**src/rtl/i2c_pkg.sv**
```systemverilog
// ----------------------------------------------------------------------
// i2c_pkg : shared state encoding and bit-timing constants for i2c_byte_tx
// Rev 1.0
// ----------------------------------------------------------------------
`default_nettype none

package i2c_pkg;

  typedef enum logic [2:0] {
    IDLE  = 3'd0,
    START = 3'd1,
    BIT   = 3'd2,
    ACK   = 3'd3,
    STOP  = 3'd4,
    HOLD  = 3'd5
  } i2c_state_e;

  localparam logic [1:0] Q0 = 2'd0;
  localparam logic [1:0] Q1 = 2'd1;
  localparam logic [1:0] Q2 = 2'd2;
  localparam logic [1:0] Q3 = 2'd3;

  localparam int BITS_PER_BYTE = 8;

endpackage

`default_nettype wire

```
**src/rtl/i2c_scl_timer.sv**
```systemverilog
// ----------------------------------------------------------------------
// i2c_scl_timer : SCL quarter-period tick generator with optional stretch hold
// Stretch hold active only when I2C_BYTE_TX_STRETCH_EN is defined. Rev 1.0
// ----------------------------------------------------------------------
`default_nettype none

module i2c_scl_timer #(
  parameter int CLK_DIV = 4
) (
  input  logic clk,
  input  logic rst_n,
  input  logic clear,
  input  logic stretch_req,
  input  logic scl_i,
  output logic tick
);

  localparam int CW = $clog2(CLK_DIV);
  localparam logic [CW-1:0] c_last = CW'(CLK_DIV - 1);

  logic [CW-1:0] r_cnt;
  logic          w_hold;

`ifdef I2C_BYTE_TX_STRETCH_EN
  // SCL has been released but a slave is still holding it low
  assign w_hold = stretch_req & ~scl_i;
`else
  assign w_hold = 1'b0;
  logic w_unused_stretch;
  assign w_unused_stretch = &{1'b0, stretch_req, scl_i};
`endif

  assign tick = (r_cnt == c_last) && !w_hold;

  always_ff @(posedge clk or negedge rst_n) begin
    if (!rst_n) begin
      r_cnt <= '0;
    end else if (clear) begin
      r_cnt <= '0;
    end else if (!w_hold) begin
      r_cnt <= tick ? '0 : r_cnt + CW'(1);
    end
  end

endmodule

`default_nettype wire

```
**src/rtl/i2c_byte_tx.sv**
```systemverilog
// ----------------------------------------------------------------------
// i2c_byte_tx : I2C master byte transmitter (START, 8 bits MSB-first, ACK, STOP)
// Clock stretching enabled by defining I2C_BYTE_TX_STRETCH_EN. Rev 1.0
// ----------------------------------------------------------------------
`default_nettype none

module i2c_byte_tx
  import i2c_pkg::*;
#(
  parameter int CLK_DIV = 4
) (
  input  logic       clk,
  input  logic       rst_n,
  input  logic       start,
  input  logic [7:0] tx_data,
  input  logic       stop_after,
  input  logic       sda_i,
  input  logic       scl_i,
  output logic       scl_o,
  output logic       sda_o,
  output logic       busy,
  output logic       done,
  output logic       ack_err,
  output logic       load_tx_count,
  output logic       dec_tx_count,
  output logic       data_ack
);

  localparam logic [2:0] c_last_bit = 3'(BITS_PER_BYTE - 1);

  i2c_state_e r_state, w_state_nx;
  logic [1:0] r_phase, w_phase_nx;
  logic [2:0] r_bitcnt, w_bitcnt_nx;
  logic [7:0] r_shift, w_shift_nx;
  logic       r_stop, w_stop_nx;
  logic       r_scl, w_scl_nx, r_sda, w_sda_nx;
  logic       r_busy, w_busy_nx, r_done, w_done_nx, r_ack_err, w_ack_err_nx;
  logic       r_load, w_load_nx, r_dec, w_dec_nx, r_dack, w_dack_nx;
  logic       w_accept, w_tick, w_stretch_req;

  assign w_accept      = start && (r_state == IDLE || r_state == HOLD);
  assign w_stretch_req = r_busy && (r_phase == Q2) && r_scl;

  i2c_scl_timer #(.CLK_DIV(CLK_DIV)) u_timer (
    .clk         (clk),
    .rst_n       (rst_n),
    .clear       (w_accept),
    .stretch_req (w_stretch_req),
    .scl_i       (scl_i),
    .tick        (w_tick)
  );

  always_ff @(posedge clk or negedge rst_n) begin
    if (!rst_n) begin
      r_state   <= IDLE;
      r_phase   <= Q0;
      r_bitcnt  <= '0;
      r_shift   <= '0;
      r_stop    <= 1'b0;
      r_scl     <= 1'b1;
      r_sda     <= 1'b1;
      r_busy    <= 1'b0;
      r_done    <= 1'b0;
      r_ack_err <= 1'b0;
      r_load    <= 1'b0;
      r_dec     <= 1'b0;
      r_dack    <= 1'b0;
    end else begin
      r_state   <= w_state_nx;
      r_phase   <= w_phase_nx;
      r_bitcnt  <= w_bitcnt_nx;
      r_shift   <= w_shift_nx;
      r_stop    <= w_stop_nx;
      r_scl     <= w_scl_nx;
      r_sda     <= w_sda_nx;
      r_busy    <= w_busy_nx;
      r_done    <= w_done_nx;
      r_ack_err <= w_ack_err_nx;
      r_load    <= w_load_nx;
      r_dec     <= w_dec_nx;
      r_dack    <= w_dack_nx;
    end
  end

  always_comb begin
    w_state_nx   = r_state;
    w_phase_nx   = r_phase;
    w_bitcnt_nx  = r_bitcnt;
    w_shift_nx   = r_shift;
    w_stop_nx    = r_stop;
    w_busy_nx    = r_busy;
    w_ack_err_nx = r_ack_err;
    w_done_nx    = 1'b0;
    w_dec_nx     = 1'b0;
    w_dack_nx    = 1'b0;

    case (r_state)
      IDLE, HOLD: begin
        if (w_accept) begin
          w_shift_nx   = tx_data;
          w_stop_nx    = stop_after;
          w_ack_err_nx = 1'b0;
          w_busy_nx    = 1'b1;
          w_phase_nx   = Q0;
          w_bitcnt_nx  = '0;
          // HOLD already owns the bus, so skip the START condition
          w_state_nx   = (r_state == IDLE) ? START : BIT;
        end
      end
      default: begin
        if (w_tick) begin
          w_phase_nx = r_phase + 2'd1;
          if (r_state == ACK && r_phase == Q2) begin
            w_dack_nx    = ~sda_i;
            w_ack_err_nx = sda_i;
          end
          if (r_phase == Q3) begin
            case (r_state)
              START: begin
                w_state_nx  = BIT;
                w_bitcnt_nx = '0;
              end
              BIT: begin
                w_shift_nx = {r_shift[6:0], 1'b0};
                w_dec_nx   = 1'b1;
                if (r_bitcnt == c_last_bit) w_state_nx = ACK;
                else                        w_bitcnt_nx = r_bitcnt + 3'd1;
              end
              ACK: begin
                if (r_ack_err || r_stop) begin
                  w_state_nx = STOP;
                end else begin
                  w_state_nx = HOLD;
                  w_done_nx  = 1'b1;
                  w_busy_nx  = 1'b0;
                end
              end
              STOP: begin
                w_state_nx = IDLE;
                w_done_nx  = 1'b1;
                w_busy_nx  = 1'b0;
              end
              default: ;
            endcase
          end
        end
      end
    endcase

    w_load_nx = (w_state_nx == BIT) && (r_state != BIT);

    // Line levels follow the next state/phase so the registered outputs align with it
    w_scl_nx = 1'b1;
    w_sda_nx = 1'b1;
    case (w_state_nx)
      START: begin
        w_scl_nx = (w_phase_nx < Q2);
        w_sda_nx = 1'b0;
      end
      BIT: begin
        w_scl_nx = (w_phase_nx >= Q2);
        w_sda_nx = w_shift_nx[7];
      end
      ACK:  w_scl_nx = (w_phase_nx >= Q2);
      STOP: begin
        w_scl_nx = (w_phase_nx >= Q2);
        w_sda_nx = (w_phase_nx == Q3);
      end
      HOLD: w_scl_nx = 1'b0;
      default: ;
    endcase
  end

  assign scl_o         = r_scl;
  assign sda_o         = r_sda;
  assign busy          = r_busy;
  assign done          = r_done;
  assign ack_err       = r_ack_err;
  assign load_tx_count = r_load;
  assign dec_tx_count  = r_dec;
  assign data_ack      = r_dack;

endmodule

`default_nettype wire

```
**config.mk**
```make
export PLATFORM = sky130hd
export DESIGN_NAME = i2c_byte_tx
export DESIGN_NICKNAME = d
export VERILOG_FILES = /design/src/rtl/i2c_pkg.sv /design/src/rtl/i2c_scl_timer.sv /design/src/rtl/i2c_byte_tx.sv
export SDC_FILE = /design/constraint.sdc
export NUM_CORES = 1
export LEC_CHECK = 0
export BUFFER_PORTS_ARGS = -buffer_cell sky130_fd_sc_hd__buf_2
export CAP_MARGIN = 25
export CELL_PAD_IN_SITES_DETAIL_PLACEMENT = 0
export CELL_PAD_IN_SITES_GLOBAL_PLACEMENT = 1
export CORE_AREA = 10 10 89 91
export DETAILED_ROUTE_END_ITERATION = 10
export DIE_AREA = 0 0 99 101
export PLACE_DENSITY_LB_ADDON = 0.08
export SLEW_MARGIN = 20
export SYNTH_ARGS = -nofsm -noshare
export SYNTH_HDL_FRONTEND = slang
export SYNTH_HIERARCHICAL = 1
export SYNTH_SLANG_ARGS = --single-unit
```
**constraint.sdc**
```tcl
create_clock -name clk -period 2.2 [get_ports clk]
set_clock_uncertainty 0.1 [all_clocks]
set_input_delay 0.22 -clock clk [delete_from_list [all_inputs] [get_ports clk]]
set_output_delay 0.22 -clock clk [all_outputs]
set_load 0.05 [all_outputs]
```
Word level (Yosys, flattened, before mapping)
Cells that the tools add are included.

RAM bits: 0. ROM bits: 0. Register bits after elaboration: 27. Bits in latches: 0. Memories kept: 0. Output and inout bits: 8. Input port bits: 14.

Bitwise logic cells: 1. Order comparisons: 2. Shifts and indexed selects: 0. Multiplexer cells: 48. Equality and inequality tests: 19. Div/mod/pow operators: 0. Reduce and logical (&&, ||, !) cells: 19. $mul: 0. $add $sub $neg: 3.

Operators with widths (count): 8-bit 2-to-1 mux (5); 3-bit 2-to-1 mux (10); 1-bit 2-to-1 mux (21); 3-bit equality test (second input constant) (5); 3-bit by 2-bit equality test with 1-bit output (second input constant) (4); 2-bit 2-to-1 mux (6); 3-bit one-hot mux with 4 select lines (1); 5-bit AND reduction (2); 2-bit equality test (second input constant) (4); 2-bit nonzero test (4); 3-bit by 1-bit equality test with 1-bit output (second input constant) (2); 3-bit by 2-bit inequality test with 1-bit output (second input constant) (2); 1-bit one-hot mux with 3 select lines (2); 3-bit one-hot mux with 2 select lines (1); 3-bit nonzero test (2); 2-bit by 1-bit adder with 2-bit output (second input constant) (2); 1-bit one-hot mux with 2 select lines (2); 4-bit AND reduction (1); 3-bit by 1-bit adder with 3-bit output (second input constant) (1); 1-bit logical AND (3); 3-bit logical NOT (1); 3-bit inequality test (second input constant) (1); 3-bit AND reduction (1); 3-bit OR reduction (1); 7 further kinds (8).

Longest topological paths before layout
Gate-level depths: netlist of run 1.

Word-level depth: 9. Gate-level depth with buffers: 7.

By module
Netlist of run 1, hierarchy kept.

Modules (own cells, without submodules): i2c_byte_tx (times used 1, cells an instance 136, area an instance 1377.6 µm²); i2c_scl_timer (times used 1, cells an instance 5, area an instance 78.8 µm²).

Worst setup path after synthesis of run 1
OpenSTA, ideal clock, no wires.

Kind: register -> register. Start: reg u_timer.r_cnt[0]. End: reg r_bitcnt[1]. Data arrival time: 1.676 ns. Period minus slack after synthesis: 1.840 ns. Library setup time: 0.064 ns. Stages on the path, launching flop included: 8. Required time: 2.036 ns. Path slack: 0.360 ns. Path buffers: 1. Path through: dfrtp_1 ha_1 and3_1 buf_6 nor3_2 o32a_4 nor4bb_1 a21o_1.

Cells in the longest elaborated chain, start to end: 3.

RTL lines: start, declared (RTL line i2c_scl_timer.sv:21) `logic [CW-1:0] r_cnt;`; start signal, assigned (RTL line i2c_scl_timer.sv:41) `r_cnt <= tick ? '0 : r_cnt + CW'(1);`; 2-bit equality test (RTL line i2c_scl_timer.sv:33) `assign tick = (r_cnt == c_last) && !w_hold;`; named net w_tick (RTL line i2c_byte_tx.sv:39) `logic w_accept, w_tick, w_stretch_req;`; 2-bit nonzero test (no line); 5-bit AND reduction (no line); end signal, assigned (RTL line i2c_byte_tx.sv:71) `r_bitcnt <= w_bitcnt_nx;`; end, declared (RTL line i2c_byte_tx.sv:33) `logic [2:0] r_bitcnt, w_bitcnt_nx;`.

The timed path passes the listed nets, and every way through them passes these cells. A chain may end at the register's enable or synchronous reset.

Final worst setup path of run 1
Start: reg r_phase[1]. End: reg r_bitcnt[1].

Cells in the longest elaborated chain, start to end: 3.

RTL lines: start, declared (RTL line i2c_byte_tx.sv:32) `logic [1:0] r_phase, w_phase_nx;`; start signal, assigned (RTL line i2c_byte_tx.sv:70) `r_phase <= w_phase_nx;`; 2-bit equality test (RTL line i2c_byte_tx.sv:117) `if (r_phase == Q3) begin`; 2-bit nonzero test (no line); 5-bit AND reduction (no line).

No other way between the ends.

==> summary.md, run 1 <==
| Metric | Value |
|---|---|
| Status | completed |
| Clk buf depth | 2 |
| Switch Pwr | 1.01 mW |
| Worst relative slew slack | 0.586 |
| GRT Util Overall | 0.0747 |
| Fin. max-slew vios | 0 |
| Grt ovf | 0 |
| Fillers | 668 |
| WL met2 | 1.67 mm |
| WL/cell | 14.4 um |
| Buf+Inv Stages, Crit Path | 0 |
| Clock Sinks | 27 |
| Post-layout util | 0.282 |
| Power density over the cells | 1360 nW/um^2 |
| Leak | 0.866 nW |
| Setup_tns | 0 ns |
| Detailed Route Iter0 Violations | 46 |
| # nets final | 191 |
| Root Buffer | clkbuf_8 |
| Reg-to-Reg End | r_bitcnt[1]$_DFFE_PN0P_ |
| PortBufs | 20 |
| Pint | 1.36 mW |
| Initial antenna violation count | 0 |
| Vias in the first global route | 1,219 |
| TritonRoute pass-1 iters | 4 |
| Sw Ratio | 0.425 |
| Sequential Power Share | 0.338 |
| Hold_sp | stop_after |
| Setup slack, reg-to-reg | 0.22 ns |
| Max Used Layer | met3 |
| Worst-path clk slew | 0.10 ns |
| Min-Delay Path Class | in2reg |
| Design Power | 2.38 mW |
| Num CTS Buffers | 3 |
| Wire length after detailed routing | 3.57 mm |
| Crit path kind | reg2reg |
| Tcrit/Tclk final | 0.901 |
| Antenna-violating nets left | 0 |
| Post-Layout Cell Count | 248 |
| Depth of the most critical reg-to-reg path | 6 |
| Max cap viols | 0 |
| Fin. Hold Viols | 0 |
| Measured slew at the worst slew-check pin | 0.621 ns |
| Layout cell share with drive strength beyond 1 | 0.275 |
| Slowest-stage cell, CP | dfrtp_1 |
| Setup crit end kind | flop |
| Via density | 4.55 |
| Peak supply drop | 438 uV |
| Cells after synthesis | 140 |
| Core area | 6200 sq um |
| CTS H-tree depth | 1 |
| WHS Path Cells | 3 |
| Met3 wire length | 153 um |
| Largest fanout on the critical path | 8 |
| Row count | 29 |
| Synthesized netlist net count | 159 |
| Synth Warn # | 6 |
| Largest net degree at the start of global routing | 28 |
| Final Cell Area | 1750 sq um |
| Crit path arrival time | 2.10 ns |
| Die W | 99 um |
| Netlist Area Pre-Place | 1450 sq um |
| Final Wtd Congestion | 0.740 |
| Crit path max-delay family | simple AND/OR/NAND/NOR gates |
| Dpl hpwl | 2.76 mm |
| Syn avg cell area | 10.4 sq um |
| Chip Height | 101 um |
| Worst skew pair latency | 0.28 ns |
| # setup viols final | 0 |
| Die footprint | 10000 sq um |
| First-pass GRT wire length | 6.18 mm |
| RSZ-0062 raised after global routing | false |
| Clock power share | 0.124 |
| CP Cell Sequence | ha_1 -> and3_2 -> nor3_2 -> o32a_4 -> nor4bb_1 -> a21o_1 |
| Highest clock rate | 505 MHz |
| # DRC | 0 |
| Wl on met1 | 1.75 mm |
| Logic pwr share | 0.538 |
| Area after DPL | 1680 sq um |
| FF-to-FF Start | r_phase[1]$_DFF_PN0_ |
| P&R area growth vs syn | 20.6% |
| Startpoint Class | flop |
| DR vias | 1,128 |
| CTS tree | done |
| Antenna cells | 0 |
| Required @ worst endpoint | 2.32 ns |
| Crit-path max cell delay | 0.41 ns |
| Tmin final | 1.98 ns |
| WHS Endpoint | r_stop$_DFFE_PN0P_ |
| Inst Count DP | 242 |
| # IOs | 22 |
| Critical path origin | r_phase[1]$_DFF_PN0_ |
| Initial Utilization | 0.234 |
## worst register-to-register path, cell delays in order, from the launching register on
cell,delay (ns)
dfrtp_1,0.41
ha_1,0.24
and3_2,0.32
nor3_2,0.07
o32a_4,0.39
nor4bb_1,0.29
a21o_1,0.12
## per-stage QoR
stage	hold WS, ns	worst slack [ns]
after detailed placement	0.180	0.169
after CTS	0.0159	0.121
after global routing	0.0352	0.0788
after floorplan	-0.176	0.360
after global placement	0.183	0.160
final	0.0279	0.219
## registers in the layout (all words and copies together) (netlist names), 2 cells and up
name           count
r_state            3
u_timer/r_cnt      2
r_bitcnt           3
r_shift            8
r_phase            2
## power groups by stage
stage          Sequential [mW]  Clock (mW)  Combinational (mW)
2_1_floorplan            0.922           0               0.838
3_3_place_gp             0.810           0                1.29
3_5_place_dp             0.814           0                1.29
4_1_cts                  0.804       0.314                1.30
5_1_grt                  0.827       0.334                1.44
6_report                 0.803       0.295                1.28
## final cells by class
type                            count  area, sq um  area share
Multi-Input combinational cell    100          697       0.398
Sequential cell                    27          678       0.388
Timing Repair Buffer               33          203       0.116
Tap cell                           77         96.3      0.0551
Clock buffer                        3         41.3      0.0236
Inverter                            7         26.3      0.0150
Clock inverter                      1         7.51     0.00429
## how the worst max path moves through the flow
stage          slack [ns]  cells past startpoint                 endpoint
4_1_cts              0.12                      6  r_bitcnt[1]$_DFFE_PN0P_
5_1_grt              0.08                      6  r_bitcnt[2]$_DFFE_PN0P_
3_5_place_dp         0.17                      6  r_bitcnt[1]$_DFFE_PN0P_
2_1_floorplan        0.36                      7  r_bitcnt[1]$_DFFE_PN0P_
3_3_place_gp         0.16                      6  r_bitcnt[1]$_DFFE_PN0P_
6_report             0.22                      6  r_bitcnt[1]$_DFFE_PN0P_
## placed cells by master (no fill, tap or decap), types with 2 or more instances in the layout
| cell | instances |
|---|---|
| dfrtp_1 | 25 |
| buf_2 | 20 |
| nand2_1 | 19 |
| buf_4 | 11 |
| nor2_1 | 7 |
| a22oi_1 | 6 |
| o21ai_0 | 5 |
| a21oi_1 | 5 |
| inv_1 | 5 |
| ha_1 | 5 |
| nand2b_1 | 4 |
| o211ai_1 | 4 |
| nand3_1 | 4 |
| mux2i_1 | 3 |
| a21o_1 | 3 |
| clkbuf_8 | 3 |
| and2b_1 | 2 |
| nor2b_1 | 2 |
| inv_2 | 2 |
| nor3_1 | 2 |
| o22ai_1 | 2 |
| a31oi_1 | 2 |
| nor3_2 | 2 |
| nor4bb_1 | 2 |
| dlygate4sd3_1 | 2 |
| dfstp_2 | 2 |
## per-layer routing
| layer | vias up | track usage |
|---|---|---|
| met5 | - | 0 |
| met1 | 536 | 0.0974 |
| met2 | 24 | 0.118 |
| met4 | 0 | 0.0165 |
| li1 | 568 | - |
| met3 | 0 | 0.0226 |
## timing repair
action / in CTS / in global routing
resized for setup: 0 / 1
endpoints found under the hold margin: 26 / 0
buffers inserted: 0 / 0
setup endpoints to repair: 0 / 2
hold buffers: 2 / 0
(Power assumes the default switching activity.)
==> inputs of run 2 (changes only) <==
HOLD_SLACK_MARGIN = 0.03   (was default)
==> run 2 against run 1 <==
Compared with the run above: largest cell class unchanged; count of clock-buffer cells in the layout is the same; sequential cell count did not move; sequential power about the same; maximum frequency unchanged; register-to-register slack hardly changed; global-route usage about the same; sequential share of layout area fell by 0.22 points; critical path type unchanged; via count is 0.18% higher; critical endpoint unchanged; non-clock buffer count is 1 higher.
==> summary.md, run 2 (same netlist as run 1, synthesis figures left out) <==
| Metric | Value |
|---|---|
| Leak | 0.870 nW |
| Measured slew at the worst slew-check pin | 0.621 ns |
| Chip Height | 101 um |
| Worst relative slew slack | 0.586 |
| # setup viols final | 0 |
| Slowest-stage cell, CP | dfrtp_1 |
| Switch Pwr | 1.01 mW |
| FF-to-FF Start | r_phase[1]$_DFF_PN0_ |
| Hold_sp | tx_data[4] |
| Layout cell share with drive strength beyond 1 | 0.273 |
| Grt ovf | 0 |
| Startpoint Class | flop |
| Num CTS Buffers | 3 |
| Row count | 29 |
| # DRC | 0 |
| Die W | 99 um |
| Highest clock rate | 505 MHz |
| Status | completed |
| Required @ worst endpoint | 2.32 ns |
| Root Buffer | clkbuf_8 |
| Clock power share | 0.124 |
| GRT Util Overall | 0.0747 |
| Setup_tns | 0 ns |
| Sequential Power Share | 0.338 |
| Reg-to-Reg End | r_bitcnt[1]$_DFFE_PN0P_ |
| CP Cell Sequence | ha_1 -> and3_2 -> nor3_2 -> o32a_4 -> nor4bb_1 -> a21o_1 |
| Largest regs | r_shift: 8 flops, r_bitcnt: 3 flops, r_state: 3 flops |
| Commonest cells after routing, fill and taps aside | dfrtp_1 (25), buf_2 (20), nand2_1 (19), buf_4 (11), nor2_1 (7) |
| TritonRoute pass-1 iters | 4 |
| Buf+Inv Stages, Crit Path | 0 |
| WHS Path Cells | 3 |
| Wire length after detailed routing | 3.58 mm |
| Max reg flops | 8 |
| WHS Endpoint | r_shift[4]$_DFFE_PN0P_ |
| Die footprint | 10000 sq um |
| Pint | 1.37 mW |
| WL/cell | 14.4 um |
| PortBufs | 20 |
| DR vias | 1,130 |
| Depth of the most critical reg-to-reg path | 6 |
| Power density over the cells | 1350 nW/um^2 |
| Antenna cells | 0 |
| Setup crit end kind | flop |
| Min-Delay Path Class | in2reg |
| Max cap viols | 0 |
| Vias in the first global route | 1,222 |
| Worst skew pair latency | 0.28 ns |
| Final Cell Area | 1760 sq um |
| Crit-path max cell delay | 0.41 ns |
| Crit path kind | reg2reg |
| Antenna-violating nets left | 0 |
| Peak supply drop | 438 uV |
| Tcrit/Tclk final | 0.901 |
| Largest net degree at the start of global routing | 28 |
| Worst-path clk slew | 0.10 ns |
| Fin. max-slew vios | 0 |
| Dpl hpwl | 2.76 mm |
| RSZ-0062 raised after global routing | false |
| # IOs | 22 |
| CTS H-tree depth | 1 |
| Via density | 4.54 |
| Tmin final | 1.98 ns |
| Sw Ratio | 0.425 |
| First-pass GRT wire length | 6.19 mm |
| Register with the most flip-flops | r_shift |
| Setup slack, reg-to-reg | 0.22 ns |
| Area after DPL | 1680 sq um |
| Largest fanout on the critical path | 8 |
| Clock Sinks | 27 |
| Clk buf depth | 2 |
| P&R area growth vs syn | 21.3% |
| Final Wtd Congestion | 0.740 |
| CTS tree | done |
| Core area | 6200 sq um |
| Most common cell after layout, fill and taps aside | dfrtp_1 |
| # nets final | 192 |
| Initial antenna violation count | 0 |
| Detailed Route Iter0 Violations | 41 |
| Initial Utilization | 0.234 |
| Logic pwr share | 0.538 |
| Crit path max-delay family | simple AND/OR/NAND/NOR gates |
| Fin. Hold Viols | 0 |
| Crit path arrival time | 2.10 ns |
-- run 2: cell types whose count changed in the layout (fill, tap and decap cells not counted) --
cell           previous run  this run
dlygate4sd3_1             2         3
-- run 2: metal layers --
metal,GRT usage,share of wire
met2,0.118,0.47
met1,0.0971,0.49
met4,0.0165,0
met3,0.0233,0.046
met5,0,0
-- run 2: worst max-delay path by stage --
| stage | start | endpoint | slack [ns] | cells after the start |
|---|---|---|---|---|
| after floorplan | u_timer/r_cnt[0]$_DFF_PN0_ | r_bitcnt[1]$_DFFE_PN0P_ | 0.36 | 7 |
| after global placement | r_phase[1]$_DFF_PN0_ | r_bitcnt[1]$_DFFE_PN0P_ | 0.16 | 6 |
| after detailed placement | r_phase[1]$_DFF_PN0_ | r_bitcnt[1]$_DFFE_PN0P_ | 0.17 | 6 |
| after CTS | r_phase[1]$_DFF_PN0_ | r_bitcnt[1]$_DFFE_PN0P_ | 0.12 | 6 |
| after global routing | r_phase[1]$_DFF_PN0_ | r_bitcnt[2]$_DFFE_PN0P_ | 0.08 | 6 |
| final | r_phase[1]$_DFF_PN0_ | r_bitcnt[1]$_DFFE_PN0P_ | 0.22 | 6 |
-- run 2: repair_timing --
action	4_1_cts	5_1_grt
buffers inserted	0	0
hold buffers	3	0
hold endpoints to repair	27	0
resized for setup	0	1
endpoints found under the setup margin	0	2
-- run 2: tightest hold or removal path: stages --
cell	delay (ns)
buf_2	0.08
a22oi_1	0.07
nand2_1	0.06
-- run 2: layout make-up --
class / instances / area (sq um)
multi-input combinational: 100 / 697
sequential: 27 / 678
fill: 667 / 4450
clock inverter: 1 / 7.51
inverter: 7 / 26.3
timing repair buffer: 34 / 213
tap: 77 / 96.3
clock buffer: 3 / 41.3
-- run 2: power groups by stage --
stage	sequential [mW]	combinational, mW	clock [mW]
final	0.803	1.28	0.295
after global routing	0.827	1.44	0.334
after CTS	0.804	1.30	0.314
after detailed placement	0.814	1.29	0
after global placement	0.810	1.29	0
after floorplan	0.922	0.838	0
-- run 2: through the flow --
step / worst slack, ns / util / hold WS (ns) / cells / power [mW]
after floorplan: 0.360 / - / -0.176 / 140 / 1.76
after global placement: 0.160 / 0.271 / 0.183 / 242 / 2.10
after detailed placement: 0.169 / 0.271 / 0.180 / 242 / 2.11
after CTS: 0.121 / 0.283 / 0.0591 / 249 / 2.42
after global routing: 0.0788 / 0.284 / 0.0580 / 249 / 2.60
final: 0.219 / 0.284 / 0.0693 / 249 / 2.38
